===== src/rtl/text_pixel_renderer_if.sv =====
// Signal bundle between the VGA timing generator, text/font memories and the text pixel renderer.
// The renderer takes the slave view; the timing/memory side takes the master view.
interface text_pixel_renderer_if;
  logic        pix_en;
  logic [9:0]  x;
  logic [8:0]  y;
  logic        bright;
  logic        hsync_in;
  logic        vsync_in;
  logic [6:0]  cursor_col;
  logic [4:0]  cursor_row;
  logic        cursor_en;
  logic [11:0] text_addr;
  logic [7:0]  text_data;
  logic [10:0] font_addr;
  logic [7:0]  font_data;
  logic [7:0]  r;
  logic [7:0]  g;
  logic [7:0]  b;
  logic        hsync_out;
  logic        vsync_out;
  logic        blank_n_out;

  modport slave (
    input  pix_en, x, y, bright, hsync_in, vsync_in,
    input  cursor_col, cursor_row, cursor_en,
    input  text_data, font_data,
    output text_addr, font_addr,
    output r, g, b, hsync_out, vsync_out, blank_n_out
  );

  modport master (
    output pix_en, x, y, bright, hsync_in, vsync_in,
    output cursor_col, cursor_row, cursor_en,
    output text_data, font_data,
    input  text_addr, font_addr,
    input  r, g, b, hsync_out, vsync_out, blank_n_out
  );
endinterface


===== src/rtl/text_pixel_renderer.sv =====
// 80x30 text console pixel pipeline: text RAM fetch, font ROM fetch, colour/cursor overlay.
// Three pix_en-qualified stages; syncs and blank ride alongside so they stay aligned with RGB.
module text_pixel_renderer #(
  parameter int unsigned COLS         = 80,
  parameter int unsigned ROWS         = 30,
  parameter logic [23:0] FG_COLOR     = 24'hFFFFFF,
  parameter logic [23:0] BG_COLOR     = 24'h000000,
  parameter int unsigned BLINK_FRAMES = 30
) (
  input logic                  clk,
  input logic                  rst,
  text_pixel_renderer_if.slave bus
);
  localparam int unsigned CNT_W = (BLINK_FRAMES > 1) ? $clog2(BLINK_FRAMES) : 1;
  localparam logic [CNT_W-1:0] CNT_LAST = CNT_W'(BLINK_FRAMES - 1);

  // stage 1: text fetch
  logic [11:0] text_addr_q, text_addr_d;
  logic [2:0]  bit1_q, bit1_d;
  logic [3:0]  grow1_q, grow1_d;
  logic        bright1_q, bright1_d;
  logic        hs1_q, hs1_d;
  logic        vs1_q, vs1_d;
  logic        cur1_q, cur1_d;

  // stage 2: font fetch
  logic [10:0] font_addr_q, font_addr_d;
  logic [2:0]  bit2_q, bit2_d;
  logic        inv2_q, inv2_d;
  logic        bright2_q, bright2_d;
  logic        hs2_q, hs2_d;
  logic        vs2_q, vs2_d;
  logic        cur2_q, cur2_d;

  // stage 3: outputs
  logic [23:0] rgb_q, rgb_d;
  logic        hs_out_q, hs_out_d;
  logic        vs_out_q, vs_out_d;
  logic        blank_n_q, blank_n_d;

  // cursor blink
  logic             vs_prev_q, vs_prev_d;
  logic [CNT_W-1:0] blink_cnt_q, blink_cnt_d;
  logic             blink_on_q, blink_on_d;

  logic [11:0] cell_addr;
  logic        cur_hit;
  logic        pix_on;
  logic        vs_fall;

  always_comb begin
    cell_addr = 12'(12'(bus.y[8:4]) * 12'(COLS) + 12'(bus.x[9:3]));
    // rows past the console never draw a cursor, even if cursor_row is out of range
    cur_hit   = bus.cursor_en
              & (bus.x[9:3] == bus.cursor_col)
              & (bus.y[8:4] == bus.cursor_row)
              & (32'(bus.cursor_row) < ROWS);
    pix_on    = bus.font_data[3'd7 - bit2_q] ^ inv2_q ^ (cur2_q & blink_on_q);
    vs_fall   = vs_prev_q & ~bus.vsync_in;

    text_addr_d = text_addr_q;
    bit1_d      = bit1_q;
    grow1_d     = grow1_q;
    bright1_d   = bright1_q;
    hs1_d       = hs1_q;
    vs1_d       = vs1_q;
    cur1_d      = cur1_q;
    font_addr_d = font_addr_q;
    bit2_d      = bit2_q;
    inv2_d      = inv2_q;
    bright2_d   = bright2_q;
    hs2_d       = hs2_q;
    vs2_d       = vs2_q;
    cur2_d      = cur2_q;
    rgb_d       = rgb_q;
    hs_out_d    = hs_out_q;
    vs_out_d    = vs_out_q;
    blank_n_d   = blank_n_q;
    vs_prev_d   = vs_prev_q;
    blink_cnt_d = blink_cnt_q;
    blink_on_d  = blink_on_q;

    if (bus.pix_en) begin
      text_addr_d = bus.bright ? cell_addr : '0;
      bit1_d      = bus.x[2:0];
      grow1_d     = bus.y[3:0];
      bright1_d   = bus.bright;
      hs1_d       = bus.hsync_in;
      vs1_d       = bus.vsync_in;
      cur1_d      = cur_hit;

      font_addr_d = {bus.text_data[6:0], grow1_q};
      inv2_d      = bus.text_data[7];
      bit2_d      = bit1_q;
      bright2_d   = bright1_q;
      hs2_d       = hs1_q;
      vs2_d       = vs1_q;
      cur2_d      = cur1_q;

      rgb_d       = !bright2_q ? '0 : (pix_on ? FG_COLOR : BG_COLOR);
      hs_out_d    = hs2_q;
      vs_out_d    = vs2_q;
      blank_n_d   = bright2_q;

      vs_prev_d = bus.vsync_in;
      if (vs_fall) begin
        if (blink_cnt_q == CNT_LAST) begin
          blink_cnt_d = '0;
          blink_on_d  = ~blink_on_q;
        end else begin
          blink_cnt_d = blink_cnt_q + 1'b1;
        end
      end
    end
  end

  // sync pipeline flags reset to the inactive (high) level so no spurious pulse follows reset
  always_ff @(posedge clk) begin
    if (rst) begin
      text_addr_q <= '0;
      bit1_q      <= '0;
      grow1_q     <= '0;
      bright1_q   <= 1'b0;
      hs1_q       <= 1'b1;
      vs1_q       <= 1'b1;
      cur1_q      <= 1'b0;
      font_addr_q <= '0;
      bit2_q      <= '0;
      inv2_q      <= 1'b0;
      bright2_q   <= 1'b0;
      hs2_q       <= 1'b1;
      vs2_q       <= 1'b1;
      cur2_q      <= 1'b0;
      rgb_q       <= '0;
      hs_out_q    <= 1'b1;
      vs_out_q    <= 1'b1;
      blank_n_q   <= 1'b0;
      vs_prev_q   <= 1'b1;
      blink_cnt_q <= '0;
      blink_on_q  <= 1'b1;
    end else begin
      text_addr_q <= text_addr_d;
      bit1_q      <= bit1_d;
      grow1_q     <= grow1_d;
      bright1_q   <= bright1_d;
      hs1_q       <= hs1_d;
      vs1_q       <= vs1_d;
      cur1_q      <= cur1_d;
      font_addr_q <= font_addr_d;
      bit2_q      <= bit2_d;
      inv2_q      <= inv2_d;
      bright2_q   <= bright2_d;
      hs2_q       <= hs2_d;
      vs2_q       <= vs2_d;
      cur2_q      <= cur2_d;
      rgb_q       <= rgb_d;
      hs_out_q    <= hs_out_d;
      vs_out_q    <= vs_out_d;
      blank_n_q   <= blank_n_d;
      vs_prev_q   <= vs_prev_d;
      blink_cnt_q <= blink_cnt_d;
      blink_on_q  <= blink_on_d;
    end
  end

  assign bus.text_addr   = text_addr_q;
  assign bus.font_addr   = font_addr_q;
  assign bus.r           = rgb_q[23:16];
  assign bus.g           = rgb_q[15:8];
  assign bus.b           = rgb_q[7:0];
  assign bus.hsync_out   = hs_out_q;
  assign bus.vsync_out   = vs_out_q;
  assign bus.blank_n_out = blank_n_q;
endmodule


===== src/flat_wrapper.sv =====
// flat-port wrapper written by rule: the top's interface ports become plain ports
module text_pixel_renderer_flat 
#(
  parameter int unsigned COLS         = 80,
  parameter int unsigned ROWS         = 30,
  parameter logic [23:0] FG_COLOR     = 24'hFFFFFF,
  parameter logic [23:0] BG_COLOR     = 24'h000000,
  parameter int unsigned BLINK_FRAMES = 30
)
  (clk, rst, bus_pix_en, bus_x, bus_y, bus_bright, bus_hsync_in, bus_vsync_in, bus_cursor_col, bus_cursor_row, bus_cursor_en, bus_text_data, bus_font_data, bus_text_addr, bus_font_addr, bus_r, bus_g, bus_b, bus_hsync_out, bus_vsync_out, bus_blank_n_out);
  text_pixel_renderer_if bus_i ();
  input logic clk;
  input logic rst;
  input wire logic [$bits(bus_i.pix_en)-1:0] bus_pix_en;
  input wire logic [$bits(bus_i.x)-1:0] bus_x;
  input wire logic [$bits(bus_i.y)-1:0] bus_y;
  input wire logic [$bits(bus_i.bright)-1:0] bus_bright;
  input wire logic [$bits(bus_i.hsync_in)-1:0] bus_hsync_in;
  input wire logic [$bits(bus_i.vsync_in)-1:0] bus_vsync_in;
  input wire logic [$bits(bus_i.cursor_col)-1:0] bus_cursor_col;
  input wire logic [$bits(bus_i.cursor_row)-1:0] bus_cursor_row;
  input wire logic [$bits(bus_i.cursor_en)-1:0] bus_cursor_en;
  input wire logic [$bits(bus_i.text_data)-1:0] bus_text_data;
  input wire logic [$bits(bus_i.font_data)-1:0] bus_font_data;
  output wire logic [$bits(bus_i.text_addr)-1:0] bus_text_addr;
  output wire logic [$bits(bus_i.font_addr)-1:0] bus_font_addr;
  output wire logic [$bits(bus_i.r)-1:0] bus_r;
  output wire logic [$bits(bus_i.g)-1:0] bus_g;
  output wire logic [$bits(bus_i.b)-1:0] bus_b;
  output wire logic [$bits(bus_i.hsync_out)-1:0] bus_hsync_out;
  output wire logic [$bits(bus_i.vsync_out)-1:0] bus_vsync_out;
  output wire logic [$bits(bus_i.blank_n_out)-1:0] bus_blank_n_out;
  assign bus_i.pix_en = bus_pix_en;
  assign bus_i.x = bus_x;
  assign bus_i.y = bus_y;
  assign bus_i.bright = bus_bright;
  assign bus_i.hsync_in = bus_hsync_in;
  assign bus_i.vsync_in = bus_vsync_in;
  assign bus_i.cursor_col = bus_cursor_col;
  assign bus_i.cursor_row = bus_cursor_row;
  assign bus_i.cursor_en = bus_cursor_en;
  assign bus_i.text_data = bus_text_data;
  assign bus_i.font_data = bus_font_data;
  assign bus_text_addr = bus_i.text_addr;
  assign bus_font_addr = bus_i.font_addr;
  assign bus_r = bus_i.r;
  assign bus_g = bus_i.g;
  assign bus_b = bus_i.b;
  assign bus_hsync_out = bus_i.hsync_out;
  assign bus_vsync_out = bus_i.vsync_out;
  assign bus_blank_n_out = bus_i.blank_n_out;
  text_pixel_renderer #(.COLS(COLS), .ROWS(ROWS), .FG_COLOR(FG_COLOR), .BG_COLOR(BG_COLOR), .BLINK_FRAMES(BLINK_FRAMES)) u_core (.clk(clk), .rst(rst), .bus(bus_i));
endmodule

===== config.mk =====
export PLATFORM = sky130hd
export DESIGN_NAME = text_pixel_renderer_flat
export DESIGN_NICKNAME = d
export VERILOG_FILES = /design/src/rtl/text_pixel_renderer_if.sv /design/src/rtl/text_pixel_renderer.sv /design/src/flat_wrapper.sv
export SDC_FILE = /design/constraint.sdc
export NUM_CORES = 1
export LEC_CHECK = 0
export BUFFER_PORTS_ARGS = -buffer_cell sky130_fd_sc_hd__buf_2
export CAP_MARGIN = 5
export CELL_PAD_IN_SITES_DETAIL_PLACEMENT = 1
export CELL_PAD_IN_SITES_GLOBAL_PLACEMENT = 1
export CORE_ASPECT_RATIO = 1.4
export CORE_MARGIN = 3
export CORE_UTILIZATION = 35
export CTS_CLUSTER_SIZE = 40
export DETAILED_ROUTE_END_ITERATION = 6
export GPL_TIMING_DRIVEN = 0
export MAX_ROUTING_LAYER = met4
export PLACE_DENSITY = 0.79
export SKIP_LAST_GASP = 1
export SLEW_MARGIN = 20
export SYNTH_ARGS = -nofsm -noshare
export SYNTH_HDL_FRONTEND = slang
export SYNTH_SLANG_ARGS = --single-unit

===== constraint.sdc =====
create_clock -name clk -period 2.9 [get_ports clk]
set_clock_uncertainty 0.2 [all_clocks]
set_input_delay 0.58 -clock clk [delete_from_list [all_inputs] [get_ports clk]]
set_output_delay 0.58 -clock clk [all_outputs]
set_load 0.01 [all_outputs]

# Word level (Yosys, flattened, before mapping)
# Cells that the tools add are included.
# Widths: inputs -> output; s select.
# word_totals
register_bits	75
input_bits	54
out_inout_bits	50
wordCells	46
# op_classes
addsub	3
n_mul	1
n_lt_le_gt_ge	2
n_eq_ne	3
n_mux	6
n_bitwise	9
n_reduce_logical	2
# op_table
cell	count
$mux 24	2
$add 12x7->12	1
$mux 12	1
$mul 5x3->8 const B	1
$eq 7x7->1	1
$add 5x1->5 const B	1
$and 1x1->1	5
$eq 5x5->1	1
$eq 5x5->1 const B	1
$lt 5x5->1 const B	1
$mux 5	1
$lt 3x4->1 const B	1
$bmux 1 s3	1
$reduce_and 3->1	1
$sub 3x3->3 const A	1
$not 1->1	2
$reduce_and 2->1	1
$xor 1x1->1	2
$mux 1	1

# Depth between registers and ports, before layout
# depth
depth_word	7
mapped_depth	9
ltp_nobuf	9

# Worst setup path after synthesis
# Ideal clock, no wire load.
# synth_timing
path_kind	input-to-reg
from	input port bus_y[5]
to	register u_core.text_addr_q[10] (netlist: u_core.bus.text_addr[10])
setup_ns	0.128
arrival_time_ns	2.398
required_time_ns	2.572
slack_ns	0.175
cell_stages	9
n_path_buf	0
cell_sequence	ha_1 ha_1 inv_1 fa_1 xor2_1 a2111oi_2 xnor3_1 a22oi_1 nor2_1
# synth_between
elab_chain_cells	3
# synth_lines
element	line_no	text
start, declared	flat_wrapper.sv:16	input wire logic [$bits(bus_i.y)-1:0] bus_y;
$mul 5x3->8	text_pixel_renderer.sv:52	cell_addr = 12'(12'(bus.y[8:4]) * 12'(COLS) + 12'(bus.x[9:3]));
$add 12x7->12	text_pixel_renderer.sv:52	
$mux 12	text_pixel_renderer.sv:84	text_addr_d = bus.bright ? cell_addr : '0;
end signal, assigned	text_pixel_renderer.sv:142	text_addr_q <= text_addr_d;
end, declared	text_pixel_renderer.sv:18	logic [11:0] text_addr_q, text_addr_d;
# Every way passes these cells.
# A chain may end at the register's enable or synchronous reset.

# Worst setup path after layout
# Same ends and word-level chain as after synthesis.

==> impl_metrics.yaml <==
setup_path:
  critPathBufInv: 2
  critPathSlowestCell: "fa_1"
  critPathArrivalTime_ns: 2.62
  cp_data_required_time_ns: 2.89
  crit_family: "adder cells"
  start_kind: "input port"
  crit_fanout: 4
  crit_top_cell: "ha_1"
  worstPathCellList: "buf_2 -> ha_1 -> ha_1 -> inv_1 -> fa_1 -> a2111oi_2 -> xnor3_1 -> a22oi_1 -> nor2_1"
  cp-end-kind: "flip-flop"
  crit_cells: 9
  slowest_delay_ns: 0.48
  path_class: "in2reg"
  r2r_cells: 5
clock_tree:
  cts_root_buf: "clkbuf_8"
  clock-sinks: 52
  clock_tree.htree_level_count: 2
  cts_buffer_depth: 2
  cts_tree: "built"
  clk_pin_slew_ns: 0.09
  cts_buffers: 5
  ctsResizeCount: 0
  worstSkewPairLatency_ns: 0.30
finish:
  fillers: 887
  areaGrowthSynthToFinish_pct: 27.5
  drive_above_1_share: 0.358
  seq_area_um2: 1040
  diodes: 0
  layout.nets: 452
  multi_input_area_um2: 1310
  utilization: 0.469
grt:
  grt_first_pass_wirelength_um: 10900
  antenna_found_initial: 0
  grt_usage: 0.164
  grt_pass1_vias: 2313
  grt_max_degree: 26
  grt.overflow.total: 0
synthesis:
  synth_cell_types: 34
  synth_edf_count: 0
  yosysTopAreaCell: "dfxtp_1"
  syn-num-nets: 343
  synth_ff_type: "dfxtp_1"
  syn_area_um2: 2620
  ys_top_cells_by_area: "dfxtp_1, mux2i_1, buf_4"
  syn_area_per_cell_um2: 9.47
  yosysMostFrequentCell: "dfxtp_1"
  synthCells: 276
  synth_top_area_frac: 0.398
  ys_top_cells_by_count: "dfxtp_1, nor2_1, mux2i_1"
  yosys_warnings: 0
  synth-seq-area-share: 0.398
  async_reset_ff_frac: 0
  ys_ff_latch: 52
pwr:
  powerDensity_nw_per_um2: 439
  vdd_drop_max_mv: 0.346
  p_leak_nw: 1.69
detailed_routing:
  detail-route-antenna-nets: 0
  totalWireLength_um: 6800
  wire_per_inst_um: 14.1
  dr.pass1.iters: 4
  drtIter0Drc: 44
  vias_per_cell: 4.72
  drc_errors: 0
  vias: 2269
timing:
  layout_min_cycle_time_ns: 2.63
  setup_violations: 0
  fmax_mhz: 380
  layout_setup_ws_ns: 0.266
  rsz0062_at_grt: "no"
  final_max_slew_viol_count: 0
  slew_headroom: 0.540
  finalHoldViolations: 0
  fin_crit_sh: 0.908
  tightest_slew_ns: 0.689
placement:
  gp_congestion: 0.803
  dp_slack_ns: -0.163
  portBuffers: 102
  dp_hpwl_um: 5600
floorplanning:
  start_util: 0.367
  ios: 104
  die_x_um: 79.1
  rows: 36
  die_height_um: 108
  core_region_area_um2: 7120
  die_area_um2: 8560
hold_path:
  hold_depth: 1
  hold_class: "reg2reg"
run_status:
  outcome: "complete, no violations"
flow_run:
  maxCapViolCount: 0
-- kinds of logic (layout without fill, tap and decap cells) --
family          after synthesis  in the layout  share of synthesized area
simple gates                 79             79                      0.137
flops                        52             52                      0.398
fa+ha+maj                    13             13                     0.0679
xor+xnor                     23             23                     0.0823
mux                          28             28                      0.120
buf+inv                      47            157                      0.102
compound gates               34             34                     0.0923
-- repair_timing --
item                       CTS  global route
setup endpoints to repair    0             1
hold buffers                 0             0
setup buffers                0             0
-- per-layer routing --
layer,global-route usage,part of all wire,up-vias
li1,-,-,1127
met1,0.169,0.38,1077
met2,0.319,0.56,60
met3,0.0242,0.049,5
met4,0.0405,0.0099,0
met5,-,0,-
-- cell usage in the layout (no fill, tap or decap), types with 3 or more instances in the layout --
cell type | netlist | layout
xnor2_1 | 12 | 12
ha_1 | 11 | 11
nand3_1 | 3 | 3
mux2i_1 | 26 | 26
dfxtp_1 | 52 | 52
a22oi_1 | 8 | 8
a211o_1 | 6 | 6
nor2b_1 | 3 | 3
nor3_1 | 3 | 3
buf_4 | 23 | 23
xor2_1 | 10 | 10
a21oi_1 | 10 | 10
nand4_1 | 4 | 4
inv_1 | 11 | 11
nand2b_1 | 4 | 4
and2_1 | 5 | 5
buf_2 | 4 | 106
nand2_1 | 9 | 9
clkbuf_8 | 0 | 5
clkbuf_1 | 8 | 8
nor2_1 | 43 | 43
nor4_1 | 3 | 3
-- registers in the layout, summed over array words and instances (netlist names), 3 cells and up --
register	cells
u_core.bit1_q	3
u_core.bit2_q	3
u_core.blink_cnt_q	5
u_core.bus.font_addr	11
u_core.bus.text_addr	12
u_core.grow1_q	4
-- where the power goes --
group	leakage (nW)	total (mW)	switching (mW)	internal (mW)
logic	1.22	0.282	0.148	0.135
registers	0.426	0.765	0.0188	0.747
clock network	0.0445	0.415	0.243	0.172
-- worst paths after layout --
kind	startpoint	end	slack (ns)
max	bus_y[5]	u_core.bus.text_addr[10]	0.27
min	u_core.hs2_q	u_core.hs2_q	0.27
max reg2reg	u_core.bit2_q[0]	u_core.rgb_q[22]	1.02
min reg2reg	u_core.hs2_q	u_core.hs2_q	0.27
-- through the flow --
step / instances / hold WS, ns / setup TNS (ns) / area (um^2) / power, mW
2_1_floorplan: 276 / 0.231 / 0 / 2620 / 0.957
3_3_place_gp: 473 / 0.243 / -0.119 / 3240 / 1.06
3_5_place_dp: 473 / 0.254 / -0.215 / 3240 / 1.07
4_1_cts: 481 / 0.277 / 0 / 3330 / 1.48
5_1_grt: 481 / 0.296 / 0 / 3330 / 1.54
6_report: 481 / 0.271 / 0 / 3330 / 1.46
-- area by class of cell --
cell class / count / area share
well taps: 95 / 0.0356
multi-input cells: 177 / 0.392
repair buffers: 102 / 0.153
inverters: 12 / 0.0135
clock buffers: 5 / 0.0206
plain buffers: 35 / 0.0668
flip-flops and latches: 52 / 0.312
clock inverters: 3 / 0.00638
Note: power is estimated with default switching activity, not from simulation.
